<file path="src/rtl/sdram_scheduler.sv">
// SDRAM command scheduler: periodic auto-refresh plus round-robin arbitration of two
// requester ports, each grant becoming one auto-precharged 4-word burst (CL2, BL4).
module sdram_scheduler #(
  parameter int T_RCD            = 1,
  parameter int T_RFC            = 4,
  parameter int T_WRP            = 2,
  parameter int T_RDP            = 1,
  parameter int REFRESH_INTERVAL = 390
) (
  input  logic         clock,
  input  logic         reset_n,
  input  logic         init_done,
  input  logic [1:0]   req,
  input  logic [1:0]   we,
  input  logic [49:0]  addr,
  input  logic [127:0] wdata,
  output logic [1:0]   ack,
  output logic [15:0]  rdata,
  output logic [1:0]   rvalid,
  output logic         sdram_cs_n,
  output logic         sdram_ras_n,
  output logic         sdram_cas_n,
  output logic         sdram_we_n,
  output logic [12:0]  sdram_addr,
  output logic [1:0]   sdram_ba,
  output logic [15:0]  sdram_dq_out,
  output logic         sdram_dq_oe,
  input  logic [15:0]  sdram_dq_in
);

  localparam int RW = $clog2(REFRESH_INTERVAL);
  localparam logic [RW-1:0] REF_LAST = RW'(REFRESH_INTERVAL - 1);
  localparam logic [3:0] RFC_LAST = 4'(T_RFC);
  localparam logic [3:0] RCD_LAST = 4'(T_RCD);
  localparam logic [3:0] WR_LAST  = 4'(3 + T_WRP);
  localparam logic [3:0] RD_LAST  = 4'(5 + T_RDP);

  localparam logic [3:0] CMD_NOP     = 4'b0111;
  localparam logic [3:0] CMD_ACTIVE  = 4'b0011;
  localparam logic [3:0] CMD_READ    = 4'b0101;
  localparam logic [3:0] CMD_WRITE   = 4'b0100;
  localparam logic [3:0] CMD_REFRESH = 4'b0001;

  typedef enum logic [2:0] {S_IDLE, S_REFRESH, S_ACTIVE, S_WRITE, S_READ} state_t;

  state_t        state_q, state_d;
  logic [3:0]    cnt_q, cnt_d;
  logic [RW-1:0] ref_cnt_q, ref_cnt_d;
  logic          ref_pend_q, ref_pend_d;
  logic          last_grant_q, last_grant_d;
  logic          port_q, port_d;
  logic          we_q, we_d;
  logic [24:0]   addr_q, addr_d;
  logic [63:0]   wdata_q, wdata_d;
  logic [3:0]    cmd_q, cmd_d;
  logic [12:0]   sd_addr_q, sd_addr_d;
  logic [1:0]    ba_q, ba_d;
  logic [15:0]   dq_out_q, dq_out_d;
  logic          dq_oe_q, dq_oe_d;
  logic [1:0]    ack_q, ack_d;
  logic [15:0]   rdata_q, rdata_d;
  logic [1:0]    rvalid_q, rvalid_d;

  logic          ref_wrap;
  logic          ref_go;
  logic          pick;
  logic [24:0]   sel_addr;
  logic [12:0]   col_addr;
  logic          unused_col;

  assign ref_wrap   = init_done && (ref_cnt_q == REF_LAST);
  assign ref_go     = (state_q == S_IDLE) && init_done && (ref_pend_q || ref_wrap);
  assign pick       = (req == 2'b11) ? ~last_grant_q : req[1];
  assign sel_addr   = pick ? addr[49:25] : addr[24:0];
  assign col_addr   = {2'b00, 1'b1, addr_q[9:2], 2'b00};
  assign unused_col = ^addr_q[1:0];

  always_comb begin
    state_d      = state_q;
    cnt_d        = cnt_q;
    ref_cnt_d    = ref_cnt_q;
    last_grant_d = last_grant_q;
    port_d       = port_q;
    we_d         = we_q;
    addr_d       = addr_q;
    wdata_d      = wdata_q;
    cmd_d        = CMD_NOP;
    sd_addr_d    = sd_addr_q;
    ba_d         = ba_q;
    dq_out_d     = '0;
    dq_oe_d      = 1'b0;
    ack_d        = '0;
    rdata_d      = rdata_q;
    rvalid_d     = '0;

    if (init_done) ref_cnt_d = ref_wrap ? '0 : ref_cnt_q + 1'b1;
    // A wrap coinciding with the refresh being issued is absorbed by that refresh.
    ref_pend_d = (ref_pend_q || ref_wrap) && !ref_go;

    case (state_q)
      S_IDLE: begin
        if (ref_go) begin
          state_d = S_REFRESH;
          cnt_d   = '0;
          cmd_d   = CMD_REFRESH;
        end else if (init_done && (req != 2'b00)) begin
          state_d      = S_ACTIVE;
          cnt_d        = '0;
          port_d       = pick;
          last_grant_d = pick;
          ack_d        = pick ? 2'b10 : 2'b01;
          we_d         = pick ? we[1] : we[0];
          addr_d       = sel_addr;
          wdata_d      = pick ? wdata[127:64] : wdata[63:0];
          cmd_d        = CMD_ACTIVE;
          ba_d         = sel_addr[24:23];
          sd_addr_d    = sel_addr[22:10];
        end
      end
      S_REFRESH: begin
        if (cnt_q == RFC_LAST) state_d = S_IDLE;
        else cnt_d = cnt_q + 4'd1;
      end
      S_ACTIVE: begin
        if (cnt_q == RCD_LAST) begin
          state_d   = we_q ? S_WRITE : S_READ;
          cnt_d     = '0;
          cmd_d     = we_q ? CMD_WRITE : CMD_READ;
          sd_addr_d = col_addr;
          ba_d      = addr_q[24:23];
          if (we_q) begin
            dq_oe_d  = 1'b1;
            dq_out_d = wdata_q[15:0];
          end
        end else begin
          cnt_d = cnt_q + 4'd1;
        end
      end
      S_WRITE: begin
        if (cnt_q == WR_LAST) state_d = S_IDLE;
        else cnt_d = cnt_q + 4'd1;
        if (cnt_q < 4'd3) begin
          dq_oe_d = 1'b1;
          case (cnt_q[1:0])
            2'd0:    dq_out_d = wdata_q[31:16];
            2'd1:    dq_out_d = wdata_q[47:32];
            default: dq_out_d = wdata_q[63:48];
          endcase
        end
      end
      S_READ: begin
        if (cnt_q == RD_LAST) state_d = S_IDLE;
        else cnt_d = cnt_q + 4'd1;
        // CL2 puts word i on the pads two cycles after READ, i.e. at offsets 2..5.
        if ((cnt_q >= 4'd2) && (cnt_q <= 4'd5)) begin
          rdata_d  = sdram_dq_in;
          rvalid_d = port_q ? 2'b10 : 2'b01;
        end
      end
      default: state_d = S_IDLE;
    endcase
  end

  always_ff @(posedge clock) begin
    if (!reset_n) begin
      state_q      <= S_IDLE;
      cnt_q        <= '0;
      ref_cnt_q    <= '0;
      ref_pend_q   <= 1'b0;
      last_grant_q <= 1'b1;
      port_q       <= 1'b0;
      we_q         <= 1'b0;
      addr_q       <= '0;
      wdata_q      <= '0;
      cmd_q        <= CMD_NOP;
      sd_addr_q    <= '0;
      ba_q         <= '0;
      dq_out_q     <= '0;
      dq_oe_q      <= 1'b0;
      ack_q        <= '0;
      rdata_q      <= '0;
      rvalid_q     <= '0;
    end else begin
      state_q      <= state_d;
      cnt_q        <= cnt_d;
      ref_cnt_q    <= ref_cnt_d;
      ref_pend_q   <= ref_pend_d;
      last_grant_q <= last_grant_d;
      port_q       <= port_d;
      we_q         <= we_d;
      addr_q       <= addr_d;
      wdata_q      <= wdata_d;
      cmd_q        <= cmd_d;
      sd_addr_q    <= sd_addr_d;
      ba_q         <= ba_d;
      dq_out_q     <= dq_out_d;
      dq_oe_q      <= dq_oe_d;
      ack_q        <= ack_d;
      rdata_q      <= rdata_d;
      rvalid_q     <= rvalid_d;
    end
  end

  assign {sdram_cs_n, sdram_ras_n, sdram_cas_n, sdram_we_n} = cmd_q;
  assign sdram_addr   = sd_addr_q;
  assign sdram_ba     = ba_q;
  assign sdram_dq_out = dq_out_q;
  assign sdram_dq_oe  = dq_oe_q;
  assign ack          = ack_q;
  assign rdata        = rdata_q;
  assign rvalid       = rvalid_q;

endmodule

</file>
<file path="config.mk">
export PLATFORM = sky130hd
export DESIGN_NAME = sdram_scheduler
export DESIGN_NICKNAME = d
export VERILOG_FILES = /design/src/rtl/sdram_scheduler.sv
export SDC_FILE = /design/constraint.sdc
export NUM_CORES = 1
export LEC_CHECK = 0
export CORE_MARGIN = 2
export CORE_UTILIZATION = 41
export CTS_CLUSTER_DIAMETER = 200
export DETAILED_ROUTE_END_ITERATION = 10
export PLACE_DENSITY = 0.78
export SLEW_MARGIN = 20
export SYNTH_ARGS = -nofsm -noshare
export SYNTH_HDL_FRONTEND = slang
export SYNTH_SLANG_ARGS = --single-unit
export TNS_END_PERCENT = 5
</file>
<file path="constraint.sdc">
create_clock -name clock -period 2.18 [get_ports clock]
set_input_delay 0.654 -clock clock [delete_from_list [all_inputs] [get_ports clock]]
set_output_delay 0.654 -clock clock [all_outputs]
set_load 0.01 [all_outputs]
</file>
; ---- Word level (Yosys, flattened, before mapping)
; Index checks and enable logic that the tools add are counted.
[word_totals]
regBits = 165
in_bits = 201
out_inout_bits = 56
[classes]
addsub = 2
order_cmp = 3
n_eq_ne = 21
mux = 44
n_bitwise = 5
reduce_logical = 20
[op_table]
columns = op, n
row1 = two-way mux 64 bit, 1
row2 = one-hot mux 16 bit (2 select lines), 2
row3 = two-way mux 16 bit, 3
row4 = two-way mux 13 bit, 3
row5 = two-way mux 3 bit, 9
row6 = one-hot mux 13 bit (2 select lines), 1
row7 = two-way mux 25 bit, 1
row8 = two-way mux 4 bit, 6
row9 = one-hot mux 4 bit (5 select lines), 1
row10 = "!= test 2 bit, second input constant", 8
row11 = one-hot mux 3 bit (5 select lines), 1
row12 = "equality test 4 x 3 -> 1 bit, second input constant", 3
row13 = two-way mux 2 bit, 6
row14 = AND reduction 5 bit, 2
row15 = "adder 9 x 1 -> 9 bit, second input constant", 1
row16 = "equality test 9 bit, second input constant", 1
row17 = two-way mux 9 bit, 1
row18 = "equality test 3 x 2 -> 1 bit, second input constant", 2
row19 = logical AND 1 bit, 6
row20 = two-way mux 1 bit, 6
row21 = one-hot mux 3 bit (2 select lines), 1
row22 = AND reduction 3 bit, 2
row23 = inverter 1 bit, 5
row24 = nonzero test 5 bit, 1
row25 = other kinds (21), 22

; ---- Longest topological paths before layout
[depth]
word_depth = 6
ltp_mapped = 10
ltp_nobuf = 7

; ---- Worst setup path after synthesis
; Ideal clock, no wire load.
[synth_timing]
kind = input port to flip-flop
startpoint = input port req[1]
endpoint = register sd_addr_q[12] (netlist: sdram_addr[12])
setup_ns = 0.129
arrival_ns = 2.004
setup_slack_ns = 0.047
path_stages = 6
path_buffers = 2
path_cell_list = a21boi_0 > clkbuf_1 > buf_1 > mux2_2 > nand3_1 > o21ai_0
[synth_via]
elab_chain_len = 6
word_cells_on_any_way = 10
classes_between = 2 x eq/ne / 5 x mux / 3 x reduce/logical
[synth_rtl]
columns = item, line_no
row1 = "start, declared", 13  ; input logic [1:0] req,
row2 = equality test 2 bit, 73  ; assign pick = (req == 2'b11) ? ~last_grant_q : req[1];
row3 = two-way mux 1 bit, 73
row4 = two-way mux 25 bit, 74  ; assign sel_addr = pick ? addr[49:25] : addr[24:0];
row5 = two-way mux 13 bit, 106  ; end else if (init_done && (req != 2'b00)) begin
row6 = two-way mux 13 bit, 102  ; if (ref_go) begin
row7 = one-hot mux 13 bit (2 select lines), 100  ; case (state_q)
row8 = "end signal, assigned", 194  ; sd_addr_q <= sd_addr_d;
row9 = "end, declared", 56  ; logic [12:0] sd_addr_q, sd_addr_d;
; Several ways; a longest one is shown, not always the timed one. The select of a mux whose other input is x is not followed.
; A chain may end at the register's enable or synchronous reset.

; ---- Worst setup path in the final report
[layout_timing]
startpoint = input port init_done
endpoint = register cnt_q[3]
[layout_via]
elab_chain_len = 5
word_cells_on_any_way = 9
classes_between = 1 x eq/ne / 2 x mux / 6 x reduce/logical
[layout_rtl]
columns = item, line_no
row1 = "start, declared", 12  ; input logic init_done,
row2 = logical AND 1 bit, 71  ; assign ref_wrap = init_done && (ref_cnt_q == REF_LAST);
row3 = logical OR 1 bit, 72  ; assign ref_go = (state_q == S_IDLE) && init_done && (ref_pend_q || ref_wrap);
row4 = logical AND 1 bit, 72
row5 = != test 3 x 2 -> 1 bit (no source line) / two-way mux 4 bit (equally long branches), n/a
row6 = AND reduction 5 bit (no source line) / one-hot mux 4 bit (5 select lines) (equally long branches), n/a
row7 = "end signal, assigned", 185  ; cnt_q <= cnt_d;
row8 = "end, declared", 47  ; logic [3:0] cnt_q, cnt_d;
; Several ways; a longest one is shown, not always the timed one.

==> impl_metrics.yaml <==
clock_tree:
  clk_path_buf_depth: 2
  post_cts_buffers: 0
  cts_tree: "built"
  worst_skew_pair.late_latency_ps: 430
  cts.sinks: 149
  root_buffer: "clkbuf_16"
  path_clk_slew_ps: 60
  hold_buffers: 0
  h-tree-depth: 4
  numCtsBuffers: 17
worst_setup_path:
  path_class: "input pin to flip-flop"
  critPathLaunch: "init_done"
  startpoint_type: "input pin"
  crit_path_top_delay_cell: "clkdlybuf4s50_1"
  required_ps: 2530
  rrSetupSlack_ps: 150
  crit_cells: 6
  critical_path_arrival_ps: 2420
  r2r_cells: 8
  path_cells: "clkdlybuf4s50_1 > nand2_1 > o31a_1 > a32o_1 > or4_1 > a21boi_1"
  max_stage_delay_ps: 500
  crit_path_end: "cnt_q[3]"
  crit_path_end_kind: "flip-flop"
  crit_buf_inv: 1
  path_delay_family: "compound AO/OA/AOI/OAI gates"
  worst_r2r_endpoint: "rdata[5]"
  path_max_fanout: 2
  r2r-start: "cnt_q[0]"
layout:
  drive_above_1_share_pct: 10.34
  final_core_util_pct: 64.21
  n_antenna_cell: 0
  nNetsFinal: 1219
  syn_to_final_growth_pct: 52.92
sta:
  fin_tns_setup_ps: 0
  fmax_mhz: 484.4
  fin_crit_sh_pct: 94.69
  fin_skew_ps: 11.72
  finalMaxSlewViolations: 0
  rsz0062_at_grt: "true"
  fin_crit_ps: 2064
  worst_slack_ps: 115.8
  final-setup-viol-count: 0
  hold_violations: 0
drt:
  vias_per_cell: 5.215
  drt_wl_total_mm: 19.43
  wl_met1_mm: 7.640
  antenna_left: 0
  highest_layer: "met4"
  drcViolationCount: 0
  first_pass_iters: 5
  dr_total_vias: 6493
  dr_wl_met2_mm: 10.02
  drt_iter0_markers: 332
  wl_per_cell_um: 15.60
  wl_met3_mm: 1.286
synthesis:
  synthTopCellsByArea: "dfxtp_1, mux2i_1, o211a_1, nand2_1, clkbuf_1"
  yosys_register_bits: 149
  netlist_instances: 753
  synth_top_area_share_pct: 42.84
  synth_fa_ha_area_share_pct: 1.078
  yosysUniqueCellTypes: 49
  syn_area_um2: 6963
  ys_warn_count: 0
  synth_nets: 960
  synthArstFlopShare_pct: 0
  synth_mux_area_share_pct: 15.33
  synthFlopType: "dfxtp_1"
  synth_top_cell_by_area: "dfxtp_1"
  synthSimpleGateAreaFrac_pct: 14.70
  ys_seq_area_share_pct: 42.84
  synth_top_family_by_area: "compound AO/OA/AOI/OAI gates"
  synth_xor_area_share_pct: 0.8805
  syn_avg_cell_area_um2: 9.247
  synth_compound_area_share_pct: 20.81
  synth_edf_count: 0
global_route:
  grt_antenna_before_repair: 0
  gr-total-overflow: 0
  grt_pass1_wl_mm: 30.71
  grt_pass1_vias: 6343
  grt_usage_pct: 21.52
  grt_max_degree: 53
pwr:
  power_density_nw_per_um2: 832.7
  power.total_w: 0.008866
  vdd_drop_max_mv: 0.5610
  p_leak_nw: 4.679
floorplan:
  initial_core_util_pct: 41.99
  core-area_um2: 16580
  row_count: 47
  fp.dieArea_um2: 18040
  fp.dieW_um: 134.3
  pin_count: 257
  die_h_um: 134.3
hold_path:
  hold_class: "flip-flop to flip-flop"
placed_design:
  io_buffers: 251
  dp_slack_ps: -294.2
  place_congestion: 0.8267
  hpwl_mm: 14.41
job:
  max-cap-violations: 0
outcome:
  status: "completed"
[state kept, by name, indices dropped and copies added (netlist names), 2 cells and up]
register / flops
cnt_q: 4
rdata: 16
ack: 2
addr_q: 10
sdram_ba: 2
ref_cnt_q: 9
state_q: 3
wdata_q: 64
rvalid: 2
sdram_dq_out: 16
cmd_q: 3
sdram_addr: 13
[cell families after synthesis]
kind of cell / count (synthesis)
flops: 149
xor+xnor: 7
other cells: 1
mux: 106
compound gates: 184
fa+ha+maj: 6
buf+inv: 73
simple gates: 227
[cell usage in the layout (no fill, tap or decap), types with 18 or more instances in the layout]
cell type        instances
a21oi_1                 36
a22oi_1                 18
buf_4                   46
clkdlybuf4s50_1        250
dfxtp_1                149
mux2i_1                101
nand2_1                132
nor2_1                  32
nor2b_1                 21
o211a_1                 75
o21ai_0                 20
[area by class of cell]
cell class	count	area, um^2
Clock buffer	18	439.2
Clock inverter	14	166.4
Fill cell	1409	5936
Inverter	8	30.03
Multi-Input combinational cell	531	3726
Sequential cell	149	2983
Tap cell	220	275.3
Timing Repair Buffer	305	3028
[cells in the mapped netlist (2+ instances only)]
| master | number |
|---|---|
| nand4_1 | 2 |
| or3_1 | 3 |
| buf_1 | 3 |
| nor3b_1 | 3 |
| dfxtp_1 | 149 |
| nand3_1 | 8 |
| or3b_2 | 3 |
| a211oi_1 | 2 |
| nand2_1 | 132 |
| o221a_2 | 2 |
| nand2b_1 | 3 |
| mux2i_1 | 101 |
| and2_1 | 3 |
| o31ai_1 | 2 |
| nor2_1 | 32 |
| a22oi_1 | 18 |
| mux2_2 | 5 |
| buf_2 | 6 |
| nor2b_1 | 21 |
| ha_1 | 6 |
| a21oi_1 | 36 |
| o2111ai_1 | 12 |
| nor3_1 | 4 |
| o21ai_1 | 3 |
| a21boi_0 | 5 |
| buf_4 | 5 |
| o211a_1 | 75 |
| o21ai_0 | 20 |
| xor2_1 | 3 |
| xnor2_1 | 4 |
| and3_1 | 7 |
| inv_1 | 8 |
| clkbuf_1 | 51 |
[per-layer routing]
metal / GRT usage (%) / up-vias
li1: - / 3212
met4: 7.661 / 0
met1: 24.17 / 3027
met5: 0 / -
met2: 38.80 / 218
met3: 6.122 / 36
[per-stage QoR]
step | hold WS [ps] | cell area (um^2) | std cells
floorplan | 403.0 | 6963 | 753
global placement | 412.7 | 10020 | 1213
detailed placement | 417.1 | 10020 | 1213
CTS | 424.5 | 10630 | 1245
global route | 449.1 | 10650 | 1245
finish | 426.7 | 10650 | 1245
[timing repair]
action                                  4_1_cts  5_1_grt
gates resized for setup                       1        3
pin swaps                                     0        1
endpoints found under the setup margin       10       12
[worst min path at each step]
| stage | endpoint | startpoint | slack [ps] | depth (start not counted) |
|---|---|---|---|---|
| 2_1_floorplan | rvalid[0] | port_q | 400 | 1 |
| 3_3_place_gp | rvalid[0] | port_q | 410 | 1 |
| 3_5_place_dp | rvalid[0] | port_q | 420 | 1 |
| 4_1_cts | rvalid[0] | port_q | 420 | 1 |
| 5_1_grt | rvalid[0] | port_q | 450 | 1 |
| 6_report | rvalid[0] | port_q | 430 | 1 |
[report_power, final]
group	total, W	switching [W]	internal, W
Combinational	0.00256	0.00124	0.00132
Clock	0.00297	0.00122	0.00175
Sequential	0.00334	0.000223	0.00312
Total	0.00887	0.00269	0.00618
Power figures use the tool's default switching activity.
